<file path="config.mk">
export PLATFORM = sky130hd
export DESIGN_NAME = psram_target
export DESIGN_NICKNAME = d
export VERILOG_FILES = /design/src/rtl/psram_target_pkg.sv /design/src/rtl/psram_target_sampler.sv /design/src/rtl/psram_target.sv
export SDC_FILE = /design/constraint.sdc
export NUM_CORES = 1
export LEC_CHECK = 0
export BUFFER_PORTS_ARGS = -buffer_cell sky130_fd_sc_hd__buf_2
export CORE_ASPECT_RATIO = 1.5
export CORE_MARGIN = 4
export CORE_UTILIZATION = 45
export DETAILED_ROUTE_END_ITERATION = 8
export PLACE_DENSITY = 0.66
export SLEW_MARGIN = 0
export SYNTH_ARGS = -nofsm -noshare
export SYNTH_HDL_FRONTEND = slang
export SYNTH_HIERARCHICAL = 1
export SYNTH_SLANG_ARGS = --single-unit
</file>
<file path="constraint.sdc">
create_clock -name clk_i -period 3.15 [get_ports clk_i]
set_input_delay 0.1575 -clock clk_i [delete_from_list [all_inputs] [get_ports clk_i]]
set_output_delay 0.1575 -clock clk_i [all_outputs]
set_load 0.05 [all_outputs]
</file>
<file path="src/rtl/psram_target_pkg.sv">
// psram_target_pkg
//   Shared types and constants for the octal-DDR PSRAM responder.
//   - state_t      : protocol state machine encoding
//   - *_CMD_DEF    : default read/write command codes
//   - CMD_EDGES    : SCK edges spent in the command phase (rise latches, fall decodes)
//   - ADDR_EDGES   : SCK edges carrying the 32-bit address, one byte per edge
package psram_target_pkg;

    typedef enum logic [2:0] {
        ST_IDLE,
        ST_CMD,
        ST_ADDR,
        ST_LAT,
        ST_WDATA,
        ST_RDATA,
        ST_IGNORE
    } state_t;

    localparam logic [7:0] RD_CMD_DEF = 8'h00;
    localparam logic [7:0] WR_CMD_DEF = 8'h80;

    localparam logic [2:0] CMD_EDGES  = 3'd2;
    localparam logic [2:0] ADDR_EDGES = 3'd4;

endpackage

</file>
<file path="src/rtl/psram_target_sampler.sv">
// psram_target_sampler
//   Registers the PSRAM pins once into the clk domain and derives edge events.
//   Ports:
//     clk, rst   : local clock, synchronous active-high reset
//     sck, ce_n  : raw serial clock / chip enable (active low)
//     io, dqs    : raw DQ byte and DQS
//     io_q, dqs_q: registered DQ/DQS, aligned with the edge-event cycle
//     sck_rise   : registered SCK went 0->1 this cycle
//     sck_fall   : registered SCK went 1->0 this cycle
//     ce_high    : registered CE level (1 = deselected)
//     ce_fall    : registered CE went 1->0 this cycle (transaction start)
module psram_target_sampler (
    input  logic       clk,
    input  logic       rst,
    input  logic       sck,
    input  logic       ce_n,
    input  logic [7:0] io,
    input  logic       dqs,
    output logic [7:0] io_q,
    output logic       dqs_q,
    output logic       sck_rise,
    output logic       sck_fall,
    output logic       ce_high,
    output logic       ce_fall
);

    logic sck_q, sck_d;
    logic ce_q, ce_d;

    // CE history resets to "selected": a burst interrupted by reset must not
    // be re-entered mid-stream, so a new transaction needs a genuine CE
    // high->low transition after reset.
    always_ff @(posedge clk) begin
        if (rst) begin
            sck_q <= 1'b0;
            sck_d <= 1'b0;
            ce_q  <= 1'b0;
            ce_d  <= 1'b0;
            io_q  <= 8'h00;
            dqs_q <= 1'b0;
        end else begin
            sck_q <= sck;
            sck_d <= sck_q;
            ce_q  <= ce_n;
            ce_d  <= ce_q;
            io_q  <= io;
            dqs_q <= dqs;
        end
    end

    assign sck_rise = sck_q & ~sck_d;
    assign sck_fall = ~sck_q & sck_d;
    assign ce_high  = ce_q;
    assign ce_fall  = ~ce_q & ce_d;

endmodule

</file>
<file path="src/rtl/psram_target.sv">
// psram_target
//   Octal-DDR PSRAM device model / on-chip memory target. Decodes command,
//   32-bit address and latency, then streams bytes to/from a byte-wide memory.
//   Ports:
//     clk_i, rst_i           : clock (>= 4x SCK), synchronous active-high reset
//     cfg_rlc_i, cfg_wlc_i   : read / write latency in SCK cycles
//     psram_sck_i, psram_ce_i: serial clock, chip enable (active low)
//     psram_io_in_i/out_o/en_o   : DQ bus (en = 1 drives)
//     psram_dqs_in_i             : write byte enable (1 = write)
//     psram_dqs_out_o/en_o       : read strobe and its enable
//     mem_addr_o, mem_wr_en_o, mem_wr_data_o : byte write port
//     mem_rd_en_o, mem_rd_data_i             : byte read port, data one cycle after strobe
//     busy_o                 : transaction in progress
module psram_target
    import psram_target_pkg::*;
#(
    parameter int         MEM_AW = 16,
    parameter logic [7:0] RD_CMD = RD_CMD_DEF,
    parameter logic [7:0] WR_CMD = WR_CMD_DEF
) (
    input  logic              clk_i,
    input  logic              rst_i,
    input  logic [7:0]        cfg_rlc_i,
    input  logic [7:0]        cfg_wlc_i,
    input  logic              psram_sck_i,
    input  logic              psram_ce_i,
    input  logic [7:0]        psram_io_in_i,
    output logic [7:0]        psram_io_out_o,
    output logic [7:0]        psram_io_en_o,
    input  logic              psram_dqs_in_i,
    output logic              psram_dqs_out_o,
    output logic              psram_dqs_en_o,
    output logic [MEM_AW-1:0] mem_addr_o,
    output logic              mem_wr_en_o,
    output logic [7:0]        mem_wr_data_o,
    output logic              mem_rd_en_o,
    input  logic [7:0]        mem_rd_data_i,
    output logic              busy_o
);

    localparam logic [MEM_AW-1:0] PTR_ONE = {{(MEM_AW-1){1'b0}}, 1'b1};

    logic [7:0] io_q;
    logic       dqs_q;
    logic       sck_rise, sck_fall;
    logic       ce_high, ce_fall;

    psram_target_sampler u_sampler (
        .clk      (clk_i),
        .rst      (rst_i),
        .sck      (psram_sck_i),
        .ce_n     (psram_ce_i),
        .io       (psram_io_in_i),
        .dqs      (psram_dqs_in_i),
        .io_q     (io_q),
        .dqs_q    (dqs_q),
        .sck_rise (sck_rise),
        .sck_fall (sck_fall),
        .ce_high  (ce_high),
        .ce_fall  (ce_fall)
    );

    state_t            state;
    logic [7:0]        cmd_q;
    logic [2:0]        edge_cnt;
    logic [31:0]       addr_sr;
    logic [7:0]        lat_cnt;
    logic              is_wr;
    logic [MEM_AW-1:0] ptr;
    logic [7:0]        prefetch;
    logic              rd_pend;

    logic              edge_evt;
    logic              data_edge;
    logic [31:0]       addr_full;
    logic [7:0]        next_byte;
    logic [MEM_AW-1:0] ptr_inc;

    assign edge_evt  = sck_rise | sck_fall;
    // Shift the whole register so the top byte falls off; MSB arrives first.
    assign addr_full = (addr_sr << 8) | {24'd0, io_q};
    assign ptr_inc   = ptr + PTR_ONE;

    // Data edge: any edge while streaming, or the first SCK rise seen in LAT
    // once the latency counter has run out (that rise is data edge 0).
    assign data_edge = ((state == ST_WDATA || state == ST_RDATA) && edge_evt) ||
                       ((state == ST_LAT) && sck_rise && (lat_cnt == 8'd0));

    // With SCK edges only two clocks apart the memory answer for the previous
    // strobe lands in the same cycle as the next edge, so bypass the prefetch
    // register while a read response is in flight.
    assign next_byte = rd_pend ? mem_rd_data_i : prefetch;

    assign busy_o = (state != ST_IDLE) && !ce_high;

    always_ff @(posedge clk_i) begin
        if (rst_i) begin
            state           <= ST_IDLE;
            cmd_q           <= 8'h00;
            edge_cnt        <= 3'd0;
            addr_sr         <= 32'd0;
            lat_cnt         <= 8'd0;
            is_wr           <= 1'b0;
            ptr             <= '0;
            prefetch        <= 8'h00;
            rd_pend         <= 1'b0;
            psram_io_out_o  <= 8'h00;
            psram_io_en_o   <= 8'h00;
            psram_dqs_out_o <= 1'b0;
            psram_dqs_en_o  <= 1'b0;
            mem_addr_o      <= '0;
            mem_wr_en_o     <= 1'b0;
            mem_wr_data_o   <= 8'h00;
            mem_rd_en_o     <= 1'b0;
        end else begin
            // Memory strobes are single-cycle pulses.
            mem_wr_en_o <= 1'b0;
            mem_rd_en_o <= 1'b0;
            rd_pend     <= mem_rd_en_o;
            if (rd_pend)
                prefetch <= mem_rd_data_i;

            if (ce_high) begin
                // Deselect aborts from any state; an SCK edge in this same
                // cycle is dropped and no strobe is issued.
                state           <= ST_IDLE;
                edge_cnt        <= 3'd0;
                lat_cnt         <= 8'd0;
                rd_pend         <= 1'b0;
                psram_io_out_o  <= 8'h00;
                psram_io_en_o   <= 8'h00;
                psram_dqs_out_o <= 1'b0;
                psram_dqs_en_o  <= 1'b0;
            end else begin
                case (state)
                    ST_IDLE: begin
                        if (ce_fall) begin
                            state    <= ST_CMD;
                            edge_cnt <= 3'd0;
                        end
                    end

                    ST_CMD: begin
                        if (sck_rise && edge_cnt == 3'd0) begin
                            cmd_q    <= io_q;
                            edge_cnt <= 3'd1;
                        end else if (sck_fall && edge_cnt == CMD_EDGES - 3'd1) begin
                            edge_cnt <= 3'd0;
                            if (cmd_q == RD_CMD) begin
                                is_wr <= 1'b0;
                                state <= ST_ADDR;
                            end else if (cmd_q == WR_CMD) begin
                                is_wr <= 1'b1;
                                state <= ST_ADDR;
                            end else begin
                                state <= ST_IGNORE;
                            end
                        end
                    end

                    ST_ADDR: begin
                        if (edge_evt) begin
                            addr_sr <= addr_full;
                            if (edge_cnt == ADDR_EDGES - 3'd1) begin
                                edge_cnt <= 3'd0;
                                ptr      <= addr_full[MEM_AW-1:0];
                                lat_cnt  <= is_wr ? cfg_wlc_i : cfg_rlc_i;
                                state    <= ST_LAT;
                                psram_dqs_out_o <= 1'b0;
                                if (!is_wr) begin
                                    // Fetch the first byte during the latency phase.
                                    mem_rd_en_o <= 1'b1;
                                    mem_addr_o  <= addr_full[MEM_AW-1:0];
                                end
                            end else begin
                                edge_cnt <= edge_cnt + 3'd1;
                            end
                        end
                    end

                    ST_LAT: begin
                        if (sck_rise) begin
                            if (lat_cnt == 8'd0) begin
                                if (is_wr) begin
                                    state <= ST_WDATA;
                                end else begin
                                    state          <= ST_RDATA;
                                    psram_io_en_o  <= 8'hFF;
                                    psram_dqs_en_o <= 1'b1;
                                end
                            end else begin
                                lat_cnt <= lat_cnt - 8'd1;
                            end
                        end
                    end

                    ST_WDATA, ST_RDATA, ST_IGNORE: begin
                        // Streaming is handled below; IGNORE waits for deselect.
                    end

                    default: state <= ST_IDLE;
                endcase

                if (data_edge) begin
                    ptr <= ptr_inc;
                    if (is_wr) begin
                        // Masked bytes still consume an address.
                        if (dqs_q) begin
                            mem_wr_en_o   <= 1'b1;
                            mem_addr_o    <= ptr;
                            mem_wr_data_o <= io_q;
                        end
                    end else begin
                        psram_io_out_o  <= next_byte;
                        psram_dqs_out_o <= ~psram_dqs_out_o;
                        mem_rd_en_o     <= 1'b1;
                        mem_addr_o      <= ptr_inc;
                    end
                end
            end
        end
    end

endmodule

</file>
==> results by group, run 1 <==
Floorplanning
  – Initial Utilization: 0.462
  – Row count: 49
  – Die height: 144 um
  – Die ar.: 14,300 um^2
  – # IOs: 82
  – Overall die width: 98.9 um
  – Core area: 12,100 um^2

Critical path
  – Reg-to-reg endpoint: ptr[11]$_SDFFE_PP0P_
  – Setup crit end: ptr[11]$_SDFFE_PP0P_
  – Setup crit start: state[1]$_SDFFE_PP0P_
  – Critical Path, Cell by Cell: nor2b_1 > nand4_1 > a31o_2 > nand2b_1 > o32ai_1
  – Buf+Inv Stages, Crit Path: 0
  – Max FO, Critical Path: 22
  – Crit path arrival time: 2.86 ns
  – FF-to-FF Start: state[1]$_SDFFE_PP0P_
  – Worst Setup Start Kind: flop
  – Largest stage delay on the critical path: 0.62 ns
  – Crit path max-delay family: simple AND/OR/NAND/NOR gates
  – CP max-delay cell: dfxtp_1
  – Critical path type: flop to flop
  – FF-to-FF path depth: 5
  – Critical Path Stages: 5
  – WP data required: 3.40 ns
  – Critical Path End Type: flop
  – R2R setup slack: 0.54 ns

Placement
  – Final GP Congestion: 0.916
  – PortBufs: 81
  – Placed Cells: 825
  – DP HPWL: 10,900 um

Timing
  – Final Skew: 0.00927 ns
  – Fin crit period: 2.61 ns
  – RSZ-0062 raised after global routing: no
  – Setup TNS: 0 ns
  – Slew @ Worst Pin: 1.07 ns
  – Setup-failing EPs final: 0
  – Fmax: 383 MHz
  – Slew Viols, Final: 0
  – Worst hold slack: 0.0180 ns
  – Relative slew slack: 0.284
  – Final hold vios: 0
  – Final Cycle Share: 0.829

Layout
  – Most frequent cells in the layout: dfxtp_1, buf_2, nor2_1
  – Most common cell after layout, fill and taps aside: dfxtp_1
  – ANT cells: 0
  – Area growth syn-to-layout: 13.2%
  – Final net count: 726
  – Layout cell share with drive strength beyond 1: 0.224
  – Final Non-Filler Cells: 841
  – Core Util, Final: 0.523

Logic synthesis
  – Post-synthesis sequential area ratio: 0.377
  – Async S/R FF share, synth: 0
  – #FFs+latches synth: 105
  – Synth Flop Type: dfxtp_1
  – Mapped cell area: 5580 um^2
  – Post-synth EDFFs: 0
  – Synth cell types: 76
  – Count of yosys warnings during synthesis: 6
  – Synthesized area per cell: 8.79 um^2
  – Synth Instances: 635
  – Synthesized net count: 678

Pwr
  – Switching pwr: 654 uW
  – Combinational Power Share: 0.065
  – Power per standard cell area: 445 nW/um^2
  – Internal power: 2160 uW
  – Switch share: 0.233
  – Seq pwr share: 0.488
  – Clock network power share: 0.447
  – Pleak: 0.00234 uW
  – Peak supply drop: 0.386 mV

GRT
  – Initial antenna violation count: 0
  – GRT Util Overall: 0.224
  – Vias in the first global route: 4,935
  – Largest net degree at the start of global routing: 73
  – Total gr overflow: 0
  – Global-route wire length before repair: 25,600 um

Clock network
  – # clock sinks: 105
  – CTS tree: built
  – Hold Buf Count CTS: 0
  – Root Buffer: clkbuf_16
  – Htree depth: 3
  – Num CTS Buffers: 9
  – CTS resizes: 0
  – Reg clk slew, reported paths: 0.07 ns
  – Post CTS Setup Buffer Count: 0
  – CTS max path bufs: 2
  – Skew-Pair Late Insertion Delay: 0.35 ns

Drt
  – Antenna Nets Post-Route: 0
  – DRT iter0 DRCs: 521
  – Via count: 5,140
  – 1st-pass router iterations: 7
  – Via density: 6.11
  – Remaining DRCs: 0
  – Routed WL: 15,900 um
  – Avg WL per Cell: 18.9 um

Worst hold path
  – Hold crit path type: input port to flop

Job
  – Max_cap viols: 0

Status
  – Status: finished clean
## stage by stage
stage | worst slack [ns] | total power [uW] | cell area, um^2
floorplan | 1.21 | 1520 | 5580
global placement | 0.688 | 1580 | 5980
detailed placement | 0.585 | 1580 | 5980
CTS | 0.566 | 2820 | 6320
global route | 0.207 | 2890 | 6320
finish | 0.539 | 2810 | 6320
## power by group through the flow
stage                     registers (uW)  logic [uW]  clock network (uW)
final                               1370         182                1260
after global routing                1370         199                1320
after CTS                           1370         183                1270
after detailed placement            1400         182                   0
after global placement              1400         179                   0
after floorplan                     1410         105                   0
## worst min-delay path by stage
| stage | start | endpoint | slack [ns] | depth (start not counted) |
|---|---|---|---|---|
| 2_1_floorplan | psram_dqs_in_i | u_sampler/dqs_q$_SDFF_PP0_ | 0.29 | 1 |
| 4_1_cts | psram_io_in_i[0] | u_sampler/io_q[0]$_SDFF_PP0_ | 0.007 | 2 |
| 6_report | psram_io_in_i[0] | u_sampler/io_q[0]$_SDFF_PP0_ | 0.02 | 2 |
| 5_1_grt | psram_io_in_i[3] | u_sampler/io_q[3]$_SDFF_PP0_ | 0.01 | 2 |
| 3_5_place_dp | psram_io_in_i[4] | u_sampler/io_q[4]$_SDFF_PP0_ | 0.37 | 2 |
| 3_3_place_gp | psram_io_in_i[7] | u_sampler/io_q[7]$_SDFF_PP0_ | 0.37 | 2 |
## area by class of cell
class,instances,area [um^2]
Clock buffer,11,253
Multi-Input combinational cell,452,3100
Tap cell,153,191
Sequential cell,105,2100
Clock inverter,5,85.1
Timing Repair Buffer,92,500
Fill cell,1120,5760
Inverter,23,86.3
## cells by family (layout without fill, tap and decap cells)
kind of cell,count (synthesis),in the layout,share of synthesized area
AO/OA/AOI/OAI,172,172,0.215
adder cells (fa/ha/maj),6,6,0.0135
flip-flops,105,105,0.377
AND/OR/NAND/NOR,210,210,0.211
multiplexers,59,59,0.109
buffers and inverters,78,131,0.0679
XOR/XNOR,5,5,0.00785
## sequential cells by signal, indices dropped and copies added (netlist names), 3 cells and up
register / flops
cmd_q: 8
psram_io_out_o: 8
mem_wr_data_o: 8
addr_sr: 8
u_sampler/io_q: 8
mem_addr_o: 16
state: 3
prefetch: 8
lat_cnt: 8
edge_cnt: 3
ptr: 16
## Yosys cell counts, types with 4 or more instances
library cell	count	share of area
nand2_1	32	0.022
ha_1	6	0.013
o21ai_0	17	0.015
o31a_1	4	0.0063
clkbuf_1	20	0.013
mux2i_1	46	0.083
dfxtp_1	105	0.38
a21oi_1	50	0.045
and3_1	6	0.0067
a211o_1	9	0.014
inv_1	23	0.015
o21ai_1	7	0.0063
nor4_1	5	0.0056
o32ai_1	10	0.016
xnor2_1	5	0.0078
and2_1	6	0.0067
buf_4	11	0.015
nor2b_1	7	0.0078
a221oi_1	7	0.011
o211ai_1	6	0.0081
nand4_1	5	0.0056
or4_1	5	0.0067
buf_2	18	0.016
nor2b_2	8	0.013
nand2b_1	8	0.0090
mux2_2	11	0.022
nor3_1	16	0.014
nor2_1	66	0.044
a211oi_1	18	0.024
nand3_1	17	0.015
a31oi_1	6	0.0067
## layer usage
layer | part of all wire | vias up | GRT usage
met4 | 0.034 | 0 | 0.102
met3 | 0.069 | 38 | 0.0492
met1 | 0.40 | 2456 | 0.271
met2 | 0.50 | 230 | 0.379
li1 | - | 2416 | -
met5 | 0 | - | 0
Power figures use the tool's default switching activity.
==> run 2: changes to the inputs <==
--- a/config.mk
+++ b/config.mk
@@ -5,12 +5,13 @@
 export SDC_FILE = /design/constraint.sdc
 export NUM_CORES = 1
 export LEC_CHECK = 0
+export ABC_AREA = 1
 export BUFFER_PORTS_ARGS = -buffer_cell sky130_fd_sc_hd__buf_2
 export CORE_ASPECT_RATIO = 1.5
 export CORE_MARGIN = 4
 export CORE_UTILIZATION = 45
 export DETAILED_ROUTE_END_ITERATION = 8
-export PLACE_DENSITY = 0.66
+export PLACE_DENSITY = 0.69
 export SLEW_MARGIN = 0
 export SYNTH_ARGS = -nofsm -noshare
 export SYNTH_HDL_FRONTEND = slang
==> constraint.sdc (replaced) <==
create_clock -name clk_i -period 2.1 [get_ports clk_i]
set_input_delay 0.105 -clock clk_i [delete_from_list [all_inputs] [get_ports clk_i]]
set_output_delay 0.105 -clock clk_i [all_outputs]
set_load 0.05 [all_outputs]
==> run 2 against run 1 <==
Compared with the run above:
- cell count increased by 25%
- clock skew decreased by 0.00052 ns
- power up 87%
- sequential power up 62%
- design area increased by 1.8%
- wire length shrank 12%
- sequential share of layout area down 0.59 points
==> results by group, run 2 <==
Critical path
  – Critical Path, Cell by Cell: inv_1 > nor2_2 > inv_1 > nor2_4 > nand2_1 > nand2_1 > buf_4 > buf_12 > o21ai_0 > o21ai_0 > nor2_1
  – Worst Setup Start Kind: flop
  – Critical Path End Type: flop
  – Crit path arrival time: 2.14 ns
  – WP data required: 2.34 ns
  – Largest stage delay on the critical path: 0.33 ns
  – CP max-delay cell: dfxtp_1
  – Critical path type: flop to flop
  – Max FO, Critical Path: 33

Clock network
  – CTS tree: built
  – CTS max path bufs: 2
  – Post CTS Setup Buffer Count: 0
  – Num CTS Buffers: 9
  – Root Buffer: clkbuf_16
  – Skew-Pair Late Insertion Delay: 0.35 ns
  – Reg clk slew, reported paths: 0.07 ns
  – # clock sinks: 105
  – Htree depth: 3

Logic synthesis
  – Area contributors post-synth: dfxtp_1, nand2_1, nor2_1, o21ai_0, inv_1
  – Count leader, synth: nand2_1
  – Async S/R FF share, synth: 0
  – Post-synth top area share: 0.383
  – Synth area leader: dfxtp_1
  – Synthesized area per cell: 6.76 um^2
  – Synthesized net count: 854
  – Count of yosys warnings during synthesis: 6
  – Synth top cells by count: nand2_1, nor2_1, dfxtp_1, o21ai_0, inv_1
  – Synth Flop Type: dfxtp_1
  – Post-synthesis sequential area ratio: 0.383
  – Post-synth EDFFs: 0
  – Synth cell types: 39
  – Mapped cell area: 5480 um^2
  – #FFs+latches synth: 105
  – Synth Instances: 811

Timing
  – Relative slew slack: 0.597
  – Worst hold slack: 0.0245 ns
  – Slew @ Worst Pin: 0.604 ns
  – Fin crit period: 1.90 ns
  – RSZ-0062 raised after global routing: no
  – Fmax: 526 MHz
  – Slew Viols, Final: 0
  – Setup-failing EPs final: 0
  – Final Skew: 0.00875 ns
  – Setup TNS: 0 ns
  – Final Cycle Share: 0.905
  – Final hold vios: 0

Layout
  – Area growth syn-to-layout: 17.3%
  – Final Non-Filler Cells: 1,048
  – Largest regs: mem_addr_o x16, ptr x16
  – Most common cell after layout, fill and taps aside: nand2_1
  – Final net count: 933
  – Layout cell share with drive strength beyond 1: 0.158
  – Core Util, Final: 0.538
  – Final Cell Area: 6430 um^2
  – Most frequent cells in the layout: nand2_1, nor2_1, dfxtp_1
  – ANT cells: 0

Floorplanning
  – Initial Utilization: 0.459
  – # IOs: 82
  – Die height: 143 um
  – Row count: 49
  – Core area: 12,000 um^2
  – Die ar.: 14,100 um^2
  – Overall die width: 98.1 um

Placement
  – PortBufs: 81
  – Final GP Congestion: 0.975
  – Placed Cells: 1,019
  – Area post-placement: 5960 um^2
  – DP HPWL: 10,100 um

Drt
  – Remaining DRCs: 0
  – Avg WL per Cell: 13.4 um
  – 1st-pass router iterations: 5
  – DRT iter0 DRCs: 233
  – Via count: 5,263
  – Via density: 5.02
  – Antenna Nets Post-Route: 0
  – Routed WL: 14,100 um

Pwr
  – Combinational Power Share: 0.228
  – Pleak: 0.00281 uW
  – Seq pwr share: 0.422
  – Power per standard cell area: 817 nW/um^2
  – Switching pwr: 1690 uW
  – Switch share: 0.321
  – Internal power: 3570 uW
  – Clock network power share: 0.350
  – Peak supply drop: 0.472 mV

GRT
  – Largest net degree at the start of global routing: 44
  – Global-route wire length before repair: 23,300 um
  – Vias in the first global route: 4,965
  – Total gr overflow: 0
  – GRT Util Overall: 0.204
  – Initial antenna violation count: 0

Worst hold path
  – Hold crit path type: input port to flop

Status
  – Status: finished clean

Job
  – Max_cap viols: 0
## run 2: cell count changes after synthesis, sizes merged, moves of 10 or more
cell,previous run,this run
o32ai,10,0
nor2,68,159
o21ai,25,94
nand2,34,171
nor2b,17,0
nand3,20,47
mux2,13,0
mux2i,46,10
inv,23,83
nor3,18,6
## run 2: cell families (layout without fill, tap and decap cells)
logic type | Yosys count | in the layout | synth area share
AOI/OAI and AO/OA | 162 | 162 | 0.160
xor gates and xnor gates | 9 | 9 | 0.0144
adders and majority gates | 6 | 6 | 0.0137
buffers and inverters | 126 | 210 | 0.108
DFF | 105 | 105 | 0.383
muxes | 10 | 10 | 0.0183
and+or+nand+nor | 393 | 393 | 0.302
## run 2: final timing paths
check | startpoint | to | slack (ns) | cells after the start
setup / recovery | u_sampler/sck_q$_SDFF_PP0_ | ptr[2]$_SDFFE_PP0P_ | 0.20 | 11
hold / removal | mem_rd_data_i[5] | prefetch[5]$_SDFF_PP0_ | 0.02 | 3
setup reg to reg | u_sampler/sck_q$_SDFF_PP0_ | ptr[2]$_SDFFE_PP0P_ | 0.20 | 11
hold reg to reg | mem_rd_en_o$_SDFF_PP0_ | rd_pend$_SDFF_PP0_ | 0.43 | 2
## run 2: timing repair
action | in CTS | in global routing
hold buffers | 13 | 0
hold endpoints to repair | 12 | 0
gates resized for setup | 0 | 4
setup endpoints to repair | 0 | 18
## run 2: power groups by stage
stage               Sequential (uW)  Combinational [uW]  Clock, uW
floorplan                      2340                 822          0
global placement               2260                1160          0
detailed placement             2260                1170          0
CTS                            2210                1190       1870
global route                   2230                1340       1960
finish                         2220                1200       1840
## run 2: metal layers
metal / wire [um] / GRT usage
met2: 7420 / 0.378
met3: 516 / 0.0371
met4: 373 / 0.0766
met1: 5770 / 0.230
met5: 0 / 0
## run 2: area by class of cell
cell class | count | area, um^2
clock inverters | 7 | 101
flip-flops and latches | 105 | 2100
well taps | 153 | 191
clock buffers | 9 | 225
inverters | 83 | 313
repair buffers | 111 | 701
fillers | 1217 | 5520
multi-input cells | 580 | 2800
## run 2: per-stage QoR
stage | total power (uW) | setup slack, ns
after detailed placement | 3430 | 0.197
after global placement | 3420 | 0.241
final | 5250 | 0.200
after floorplan | 3170 | 0.347
after CTS | 5270 | 0.153
after global routing | 5540 | 0.00342
## run 2: worst max-delay path, delay by kind of cell (launching register included)
family / cells / cell delay (ns)
and+or+nand+nor: 5 / 0.62
buffers and inverters: 4 / 0.55
AOI/OAI and AO/OA: 2 / 0.27
DFF: 1 / 0.33
